$ cat config.mk
export PLATFORM = sky130hd
export DESIGN_NAME = regfile_scoreboard
export DESIGN_NICKNAME = d
export VERILOG_FILES = /design/src/rtl/rv32i_types.sv /design/src/rtl/sb_pkg.sv /design/src/rtl/sb_counter.sv /design/src/rtl/regfile_scoreboard.sv
export SDC_FILE = /design/constraint.sdc
export NUM_CORES = 2
export LEC_CHECK = 0
export CAP_MARGIN = 20
export CORE_MARGIN = 2
export CORE_UTILIZATION = 50
export CTS_CLUSTER_DIAMETER = 40
export DETAILED_ROUTE_END_ITERATION = 10
export GPL_TIMING_DRIVEN = 0
export PLACE_DENSITY = 0.67
export SLEW_MARGIN = 40
export SYNTH_ARGS = -nofsm -noshare
export SYNTH_HDL_FRONTEND = slang
export SYNTH_HIERARCHICAL = 1
export SYNTH_SLANG_ARGS = --single-unit
export TNS_END_PERCENT = 100
$ cat constraint.sdc
create_clock -name clk -period 3.5 [get_ports clk]
set_input_delay 0.35 -clock clk [delete_from_list [all_inputs] [get_ports clk]]
set_output_delay 0.35 -clock clk [all_outputs]
set_load 0.01 [all_outputs]
$ cat src/rtl/rv32i_types.sv
// rv32i_types: shared RV32I word and register-index types
package rv32i_types;
  typedef logic [31:0] rv32i_word;
  typedef logic [4:0] rv32i_reg;
endpackage

$ cat src/rtl/sb_pkg.sv
// sb_pkg: scoreboard sizing constants and pending-count type
package sb_pkg;
  localparam int SB_NREGS = 32;
  localparam int SB_PEND_W = 2;
  typedef logic [SB_PEND_W-1:0] pend_cnt_t;
endpackage

$ cat src/rtl/sb_counter.sv
// sb_counter: saturating pending-write counter with two decrement sources and underflow pulse
module sb_counter
  import sb_pkg::*;
#(
  parameter int W = SB_PEND_W
) (
  input  logic         clk,
  input  logic         rst,
  input  logic         inc,
  input  logic         dec_a,
  input  logic         dec_b,
  output logic [W-1:0] count,
  output logic         full,
  output logic         underflow
);
  logic [W+1:0] sum;
  assign sum = {2'b00, count} + (W+2)'(inc) - (W+2)'(dec_a) - (W+2)'(dec_b);
  assign underflow = sum[W+1];
  assign full = &count;
  always_ff @(posedge clk)
    if (rst) count <= '0;
    else count <= underflow ? '0 : sum[W] ? '1 : sum[W-1:0];
endmodule

$ cat src/rtl/regfile_scoreboard.sv
// regfile_scoreboard: RV32I register file with pending-write scoreboard; define REGFILE_BYPASS_EN for same-cycle writeback forwarding
module regfile_scoreboard
  import rv32i_types::*, sb_pkg::*;
#(
  parameter int PEND_W = SB_PEND_W
) (
  input  logic      clk,
  input  logic      rst,
  input  logic      issue_valid,
  input  logic      issue_ld_reg,
  input  rv32i_reg  issue_rd,
  input  rv32i_reg  rs1_sel,
  input  rv32i_reg  rs2_sel,
  output rv32i_word rs1_out,
  output rv32i_word rs2_out,
  output logic      rs1_busy,
  output logic      rs2_busy,
  output logic      stall,
  input  logic      load_reg,
  input  rv32i_reg  rd_sel,
  input  rv32i_word regfilemux_out,
  input  logic      squash_valid,
  input  rv32i_reg  squash_rd,
  output logic      sb_error
);
  rv32i_word regs [1:SB_NREGS-1];
  logic [PEND_W-1:0] cnt [SB_NREGS];
  logic [SB_NREGS-1:0] full, uf;
  logic inc, dec_wb, dec_sq;
  assign inc = issue_valid && issue_ld_reg && !stall && issue_rd != '0;
  assign dec_wb = load_reg && rd_sel != '0;
  assign dec_sq = squash_valid && squash_rd != '0;
  assign cnt[0] = '0;
  assign full[0] = 1'b0;
  assign uf[0] = 1'b0;
  for (genvar i = 1; i < SB_NREGS; i++) begin : g_cnt
    sb_counter #(.W(PEND_W)) u_cnt (
      .clk      (clk),
      .rst      (rst),
      .inc      (inc && issue_rd == rv32i_reg'(i)),
      .dec_a    (dec_wb && rd_sel == rv32i_reg'(i)),
      .dec_b    (dec_sq && squash_rd == rv32i_reg'(i)),
      .count    (cnt[i]),
      .full     (full[i]),
      .underflow(uf[i])
    );
  end
  function automatic logic busy(input rv32i_reg s);
`ifdef REGFILE_BYPASS_EN
    return s != '0 && {1'b0, cnt[s]} >
      (PEND_W+1)'(dec_wb && rd_sel == s) + (PEND_W+1)'(dec_sq && squash_rd == s);
`else
    return s != '0 && cnt[s] != '0;
`endif
  endfunction
  function automatic rv32i_word rd(input rv32i_reg s);
`ifdef REGFILE_BYPASS_EN
    return s == '0 ? '0 : (dec_wb && rd_sel == s) ? regfilemux_out : regs[s];
`else
    return s == '0 ? '0 : regs[s];
`endif
  endfunction
  assign rs1_busy = busy(rs1_sel);
  assign rs2_busy = busy(rs2_sel);
  assign rs1_out = rd(rs1_sel);
  assign rs2_out = rd(rs2_sel);
  // a saturated destination may still issue if the same cycle retires or squashes one of its writes
  assign stall = (issue_valid && (rs1_busy || rs2_busy)) ||
                 (issue_ld_reg && issue_rd != '0 && full[issue_rd] &&
                  !(dec_wb && rd_sel == issue_rd) && !(dec_sq && squash_rd == issue_rd));
  always_ff @(posedge clk)
    if (rst) for (int k = 1; k < SB_NREGS; k++) regs[k] <= '0;
    else if (dec_wb) regs[rd_sel] <= regfilemux_out;
  always_ff @(posedge clk)
    if (rst) sb_error <= 1'b0;
    else if (|uf) sb_error <= 1'b1;
endmodule

### Word level (Yosys, flattened, before mapping)

Memories as Yosys holds them, arrays and structs flattened.
Cells that the tools add are included.

| operators by class | value |
|---|---|
| reductions and logical operators | 185 |
| bitwise operators | 2 |
| multiplexer cells | 49 |
| add/sub/neg operators | 93 |
| equal/unequal tests | 95 |
| order comparisons | 3 |

Operators by type and width:

| cell | number |
|---|---|
| 4-bit by 1-bit subtractor with 4-bit output | 62 |
| 5-bit == test, second input constant | 48 |
| 5-bit by 4-bit == test with 1-bit output, second input constant | 24 |
| 1-bit logical AND | 107 |
| 32-bit two-way mux | 3 |
| 2-bit by 1-bit adder with 3-bit output | 31 |
| 2-bit two-way mux | 35 |
| 2-bit AND reduction | 31 |
| 2-bit OR reduction | 31 |
| 5-bit by 3-bit == test with 1-bit output, second input constant | 12 |
| 32-bit OR reduction | 1 |
| 31-bit OR reduction | 1 |
| 5-bit by 2-bit == test with 1-bit output, second input constant | 6 |
| 5-bit nonzero test | 5 |
| 2-bit binary-select mux with 5-bit select | 2 |
| 5-bit by 1-bit == test with 1-bit output, second input constant | 3 |
| 6-bit >= comparator, second input constant | 2 |
| 5-bit NOT with 6-bit output | 2 |
| 5-bit == test | 2 |
| 5-bit logical NOT | 2 |
| 1-bit two-way mux | 7 |
| 5-bit by 6-bit < comparator with 1-bit output, second input constant | 1 |
| 1-bit binary-select mux with 5-bit select | 1 |
| 5-bit two-way mux | 1 |
| other kinds (3) | 7 |

| storage, ports and cells | value |
|---|---|
| bits of input ports | 63 |
| bits in writable memories | 992 |
| memories kept | 1 |
| bits in registers | 63 |
| word-level logic and storage cells | 460 |
| output and inout port bits | 68 |

Memories:

| name | depth | bits a word | read ports | clocked after Yosys merged registers in | wr ports | RTL line | RTL |
|---|---|---|---|---|---|---|---|
| regs | 31 | 32 | 2 | 0 | 31 | regfile_scoreboard.sv:26 | `rv32i_word regs [1:SB_NREGS-1];` |

### Logic depth before layout (Yosys ltp)

| depth | value |
|---|---|
| depth after elaboration | 17 |
| mapped depth | 21 |
| mapped depth without buffers | 18 |

### Modules after synthesis

Netlist, hierarchy kept.

By module, submodules not included:

| module | times used | area each (µm²) | cells an instance | seq. area each (µm²) |
|---|---|---|---|---|
| regfile_scoreboard | 1 | 56611.8 | 3643 | 30769.5 |
| sb_counter | 31 | 161.4 | 18 | 40.0 |

### Least setup slack after synthesis

No wires, ideal clock.

| timing path | value |
|---|---|
| kind | input -> register |
| start | input rd_sel[4] |
| end | register sb_error |
| stages | 20 |
| data required time | 3378 ps |
| setup time | 122 ps |
| path slack | -99 ps |
| data arrival time | 3478 ps |
| path buffers | 3 |
| cells stage by stage | buf_6 -> or3_4 -> or3_1 -> nand4_1 -> nand4_1 -> and4b_1 -> buf_4 -> buf_6 -> nor3_2 -> fa_1 -> inv_1 -> ha_1 -> inv_1 -> ha_1 -> inv_1 -> ha_1 -> nor4_1 -> nand4_1 -> nor2_1 -> nor2_1 |

| on the way | value |
|---|---|
| word-level cells in the longest chain between the ends | 15 |
| elaborated cells between the ends (all ways) | 198 |
| those cells by class | 93 x add/sub; 32 x eq/ne; 73 x reduce/logical |

RTL lines:

| element | RTL line | RTL |
|---|---|---|
| start: declaration | regfile_scoreboard.sv:20 | `input rv32i_reg rd_sel,` |
| 5-bit nonzero test | regfile_scoreboard.sv:31 | `assign dec_wb = load_reg && rd_sel != '0;` |
| 1-bit logical AND | regfile_scoreboard.sv:31 |  |
| 1-bit logical AND | regfile_scoreboard.sv:70 | `!(dec_wb && rd_sel == issue_rd) && !(dec_sq && squash_rd == issue_rd));` |
| 1-bit logical NOT | regfile_scoreboard.sv:70 |  |
| 1-bit logical AND | regfile_scoreboard.sv:69 | `(issue_ld_reg && issue_rd != '0 && full[issue_rd] &&` |
| 1-bit logical AND | regfile_scoreboard.sv:70 |  |
| 1-bit logical OR | regfile_scoreboard.sv:68 | `assign stall = (issue_valid && (rs1_busy \|\| rs2_busy)) \|\|` |
| 1-bit logical NOT | regfile_scoreboard.sv:30 | `assign inc = issue_valid && issue_ld_reg && !stall && issue_rd != '0;` |
| 1-bit logical AND (2 in a row) | regfile_scoreboard.sv:30 |  |
| 1-bit logical AND | regfile_scoreboard.sv:40 | `.inc (inc && issue_rd == rv32i_reg'(i)),` |
| 2-bit by 1-bit adder with 3-bit output | sb_counter.sv:17 | `assign sum = {2'b00, count} + (W+2)'(inc) - (W+2)'(dec_a) - (W+2)'(dec_b);` |
| 4-bit by 1-bit subtractor with 4-bit output (*) (2 in a row) | sb_counter.sv:17 |  |
| via uf[18] | regfile_scoreboard.sv:28 | `logic [SB_NREGS-1:0] full, uf;` |
| 31-bit OR reduction (*) | regfile_scoreboard.sv:76 | `else if (\|uf) sb_error <= 1'b1;` |
| end signal: assignment | regfile_scoreboard.sv:75 | `if (rst) sb_error <= 1'b0;` |
| end signal: assignment | regfile_scoreboard.sv:76 |  |
| end: declaration | regfile_scoreboard.sv:24 | `output logic sb_error` |

Mark *: on every way through the listed nets, which the timed path passes. The rest lies on a longest branch.
A chain may end at the register's enable or synchronous reset.

### Worst setup path after layout

| timing path | value |
|---|---|
| start | register g_cnt[15].u_cnt.count[1] |
| end | register sb_error |

| on the way | value |
|---|---|
| word-level cells in the longest chain between the ends | 16 |
| elaborated cells between the ends (all ways) | 147 |
| those cells by class | 93 x add/sub; 8 x mux; 46 x reduce/logical |

RTL lines:

| element | RTL line | RTL |
|---|---|---|
| start: declaration | sb_counter.sv:12 | `output logic [W-1:0] count,` |
| start signal: assignment | sb_counter.sv:22 | `else count <= underflow ? '0 : sum[W] ? '1 : sum[W-1:0];` |
| 2-bit binary-select mux with 5-bit select | regfile_scoreboard.sv:53 | `return s != '0 && cnt[s] != '0;` |
| 2-bit two-way mux (not written as such) (2 in a row) | regfile_scoreboard.sv:53 |  |
| 2-bit nonzero test | regfile_scoreboard.sv:53 |  |
| 1-bit logical AND | regfile_scoreboard.sv:53 |  |
| 1-bit logical OR | regfile_scoreboard.sv:68 |  |
| 1-bit logical AND | regfile_scoreboard.sv:68 |  |
| 1-bit logical OR (*) | regfile_scoreboard.sv:68 |  |
| 1-bit logical NOT (*) | regfile_scoreboard.sv:30 |  |
| 1-bit logical AND (*) (2 in a row) | regfile_scoreboard.sv:30 |  |
| 1-bit logical AND (*) | regfile_scoreboard.sv:40 |  |
| 2-bit by 1-bit adder with 3-bit output (*) | sb_counter.sv:17 |  |
| 4-bit by 1-bit subtractor with 4-bit output (*) (2 in a row) | sb_counter.sv:17 |  |
| via uf[6] | regfile_scoreboard.sv:28 |  |
| 31-bit OR reduction (*) | regfile_scoreboard.sv:76 |  |

Mark *: on every way through the listed nets, which the timed path passes. The rest lies on a longest branch. The select of a mux whose other input is x is not followed.

==> flow_summary_export.csv <==
group,metric,value,unit
global_routing,grt_max_degree,48,
min_path,holdPathStages,3,
logic_synthesis,syn_inst,4201,
logic_synthesis,synth.area.top_cells,"edfxtp_1 50%, mux4_2 24%, and2_1 10%",
logic_synthesis,netlist.area_leader.share,49.9,%
global_routing,grt.total_usage,34.1,%
clock_tree,cts_tree,"yes",
sta,setup_viol,37,
logic_synthesis,yosys_warnings,6,
min_path,holdCritStartpoint,"rd_sel[4]",
placement,hpwlAfterDp,151,mm
clock_tree,cts_buffers,166,
global_routing,antenna_found_initial,7,
clock_tree,clk_pin_slew,60,ps
sta,maxSlewHeadroom,36.5,%
pwr,ir_drop,560,µV
floorplanning,core-area,122000,µm²
sta,fin_tns_setup,-2980,ps
floorplanning,die_h,355,µm
placement,place.gp.congestion,0.964,
clock_tree,cts_sinks,1087,
cells_and_area,drive_gt1_share,33.4,%
min_path,holdPathEnd,"regs[6][1]$_SDFFCE_PN0P_",
pwr,switching_share,26.9,%
pwr,p_int,0.0279,W
route,via_per_inst,6.42,
clock_tree,cts_max_path_buffers,3,
sta,period_needed,4040,ps
pwr,powerDensity,514,nW/µm²
run,drv_cap,0,
floorplanning,die_area,126000,µm²
global_routing,grt_pass1_vias,40800,
floorplanning,floorplan.initialDensity,50.5,%
min_path,hp-class,"input port to register",
pwr,p_comb_share,13.6,%
pwr,p_switching,0.0103,W
route,dr.pass1.iters,6,
logic_synthesis,synth_cell_types,62,
logic_synthesis,netlist_area,61600,µm²
sta,tightest_slew,953,ps
route,drc,0,
pwr,static-leakage-power,26.0,nW
logic_synthesis,synth-async-reset-ratio,0,%
logic_synthesis,ys.flop_type,"edfxtp_1",
logic_synthesis,yosys.area.top_type,"edfxtp_1",
pwr,power,0.0382,W
logic_synthesis,syn_avg_cell_area,14.7,µm²
sta,layout_setup_ws,-541,ps
logic_synthesis,ys_ff_latch,1087,
clock_tree,clk_latency,810,ps
floorplanning,rows,128,
route,post_drt_wl_per_cell,33.9,µm
floorplanning,die_w,355,µm
cells_and_area,n_fill_cell,9196,
clock_tree,root_buffer,"clkbuf_16",
cells_and_area,final_util,61.0,%
critical_path,regToRegEndpoint,"sb_error$_SDFFE_PP0P_",
sta,maxSlewViolCount,0,
critical_path,cp_data_arrival_time,4700,ps
cells_and_area,register_area,32100,µm²
global_routing,grt_pass1_wl,297,mm
cells_and_area,nets,4793,
sta,skew,22.7,ps
pwr,pwr-share-seq,40.1,%
critical_path,critPathRequiredTime,4160,ps
critical_path,start_kind,"register",
sta,rsz0062_at_grt,"yes",
route,drt.antenna.violating_nets,0,
critical_path,worstRegToRegCells,20,
cells_and_area,multi_input_area,29100,µm²
sta,hold_violations,0,
route,vias,40700,
run_status,status,"complete, but fails checks",
logic_synthesis,ys_seq_area_share,52.0,%
cells_and_area,area_growth,20.7,%
critical_path,path_class,"register to register",
run_status,violations,"setup timing",
sta,period_share,115,%
critical_path,endpoint_kind,"register",
critical_path,r2r_start,"g_cnt[15].u_cnt/count[1]$_SDFF_PP0_",
critical_path,rrSetupSlack,-540,ps
route,routed_wirelength,215,mm
placement,port_buffers,120,
logic_synthesis,synth-edff-count,1024,
pwr,pwr-share-clk,46.3,%
sta,fmax,247,MHz
global_routing,grt_remaining_overflow,0,
floorplanning,io_pins,131,
route,drt_iter0_markers,5390,
clock_tree,cts-htree-levels,4,
critical_path,critPathMaxFanout,7,
-- final cells by class --
type | instances | share of cell area (%)
tap | 1625 | 2.73
clock buffer | 178 | 5.64
sequential | 1087 | 43.1
antenna | 2 | 0.00673
multi-input combinational | 2481 | 39.1
clock inverter | 133 | 2.34
buffer | 385 | 3.17
timing repair buffer | 175 | 2.43
inverter | 279 | 1.44
-- what timing repair did --
item	CTS	global route
hold buffers	1	0
setup endpoints to repair	129	100
cloned	3	0
buffers inserted	24	22
pin swaps	82	157
endpoints found under the hold margin	16	0
gates resized for setup	412	292
-- how the worst max path moves through the flow --
stage                                   startpoint                        to  slack, ps  depth (start not counted)
2_1_floorplan                           rs1_sel[0]     sb_error$_SDFFE_PP0P_        -30                         19
3_3_place_gp                                   rst  regs[9][9]$_SDFFCE_PN0P_      -2430                          4
3_5_place_dp                            rs2_sel[1]     sb_error$_SDFFE_PP0P_      -2140                         20
4_1_cts         g_cnt[7].u_cnt/count[0]$_SDFF_PP0_     sb_error$_SDFFE_PP0P_       -380                         19
5_1_grt         g_cnt[9].u_cnt/count[0]$_SDFF_PP0_     sb_error$_SDFFE_PP0P_       -610                         20
6_report       g_cnt[15].u_cnt/count[1]$_SDFF_PP0_     sb_error$_SDFFE_PP0P_       -540                         20
-- metal layers --
layer / GRT usage, % / up-vias / routed length, µm
met4: 18.9 / 4 / 13900
met3: 10.2 / 584 / 25100
met5: 0 / - / 117
met1: 43.3 / 20900 / 76200
met2: 52.8 / 2815 / 100000
li1: - / 16400 / -
-- flip-flops by register name (all words and copies together) (netlist names) --
| name | cells |
|---|---|
| regs | 1024 |
| g_cnt.u_cnt/count | 62 |
| sb_error | 1 |
-- cell usage in the layout, fill, tap and decap left out, types with 24 or more instances in the layout --
cell / instances
a211oi_2: 55
and2_1: 1022
buf_4: 79
buf_6: 56
bufinv_16: 24
clkbuf_1: 221
clkbuf_16: 166
clkbuf_4: 24
clkdlybuf4s50_1: 87
conb_1: 32
dfxtp_1: 32
edfxtp_1: 1024
ha_1: 25
ha_4: 81
inv_1: 222
inv_2: 47
inv_6: 26
mux2i_1: 27
mux4_2: 644
nand2_1: 86
nor2_1: 135
nor3_1: 30
nor3_4: 31
o21ai_1: 24
or2_4: 29
-- cells in the mapped netlist (all sizes together), types with 4 or more instances --
master / number
a211oi: 66
a21oi: 8
and2: 1025
buf: 132
clkbuf: 253
dfxtp: 63
edfxtp: 1024
fa: 31
ha: 124
inv: 278
mux2i: 46
mux4: 644
nand2: 86
nand2b: 19
nand3: 14
nand4: 8
nor2: 159
nor2b: 10
nor3: 75
nor4: 11
o211ai: 4
o21ai: 38
or2: 33
or4: 4
xor2: 8
-- critical path: stages, from the launching register on --
cell      delay (ps)
dfxtp_2          340
nor2_2            70
mux4_2           520
mux2i_2          200
o32ai_2          140
o211ai_4         330
buf_6            190
buf_12           150
buf_6            120
nor3_2            50
fa_1             440
inv_1             70
ha_1             220
inv_1             50
ha_1             130
inv_1             40
ha_2             210
nor4_4           280
nand4_1          150
nor2_1           130
nor2_1            50
-- power by group through the flow --
| stage | clock, W | sequential, W | combinational, W |
|---|---|---|---|
| floorplan | 0 | 0.0154 | 0.00271 |
| global placement | 0 | 0.0155 | 0.00461 |
| detailed placement | 0 | 0.0156 | 0.00467 |
| CTS | 0.0177 | 0.0153 | 0.00495 |
| global route | 0.0183 | 0.0154 | 0.00529 |
| finish | 0.0177 | 0.0153 | 0.00518 |
-- cells by family (layout without fill, tap and decap cells) --
logic type / Yosys count / in the layout / share of synthesized area (%)
adder cells (fa/ha/maj): 155 / 155 / 3.53
other: 1 / 34 / 0.00609
AO/OA/AOI/OAI: 136 / 136 / 1.55
AND/OR/NAND/NOR: 1457 / 1457 / 13.9
flip-flops: 1087 / 1087 / 52.0
multiplexers: 691 / 691 / 24.3
buffers and inverters: 664 / 1150 / 4.61
XOR/XNOR: 10 / 10 / 0.142
-- stage by stage --
step	instances	worst slack [ps]	hold slack, ps	area (µm²)
after floorplan	4232	-25.6	423	61800
after global placement	5977	-2430	656	65000
after detailed placement	5984	-2140	638	65400
after CTS	6323	-376	151	73000
after global routing	6343	-608	190	74400
final	6345	-541	205	74400
Note: power is estimated with default switching activity, not from simulation.
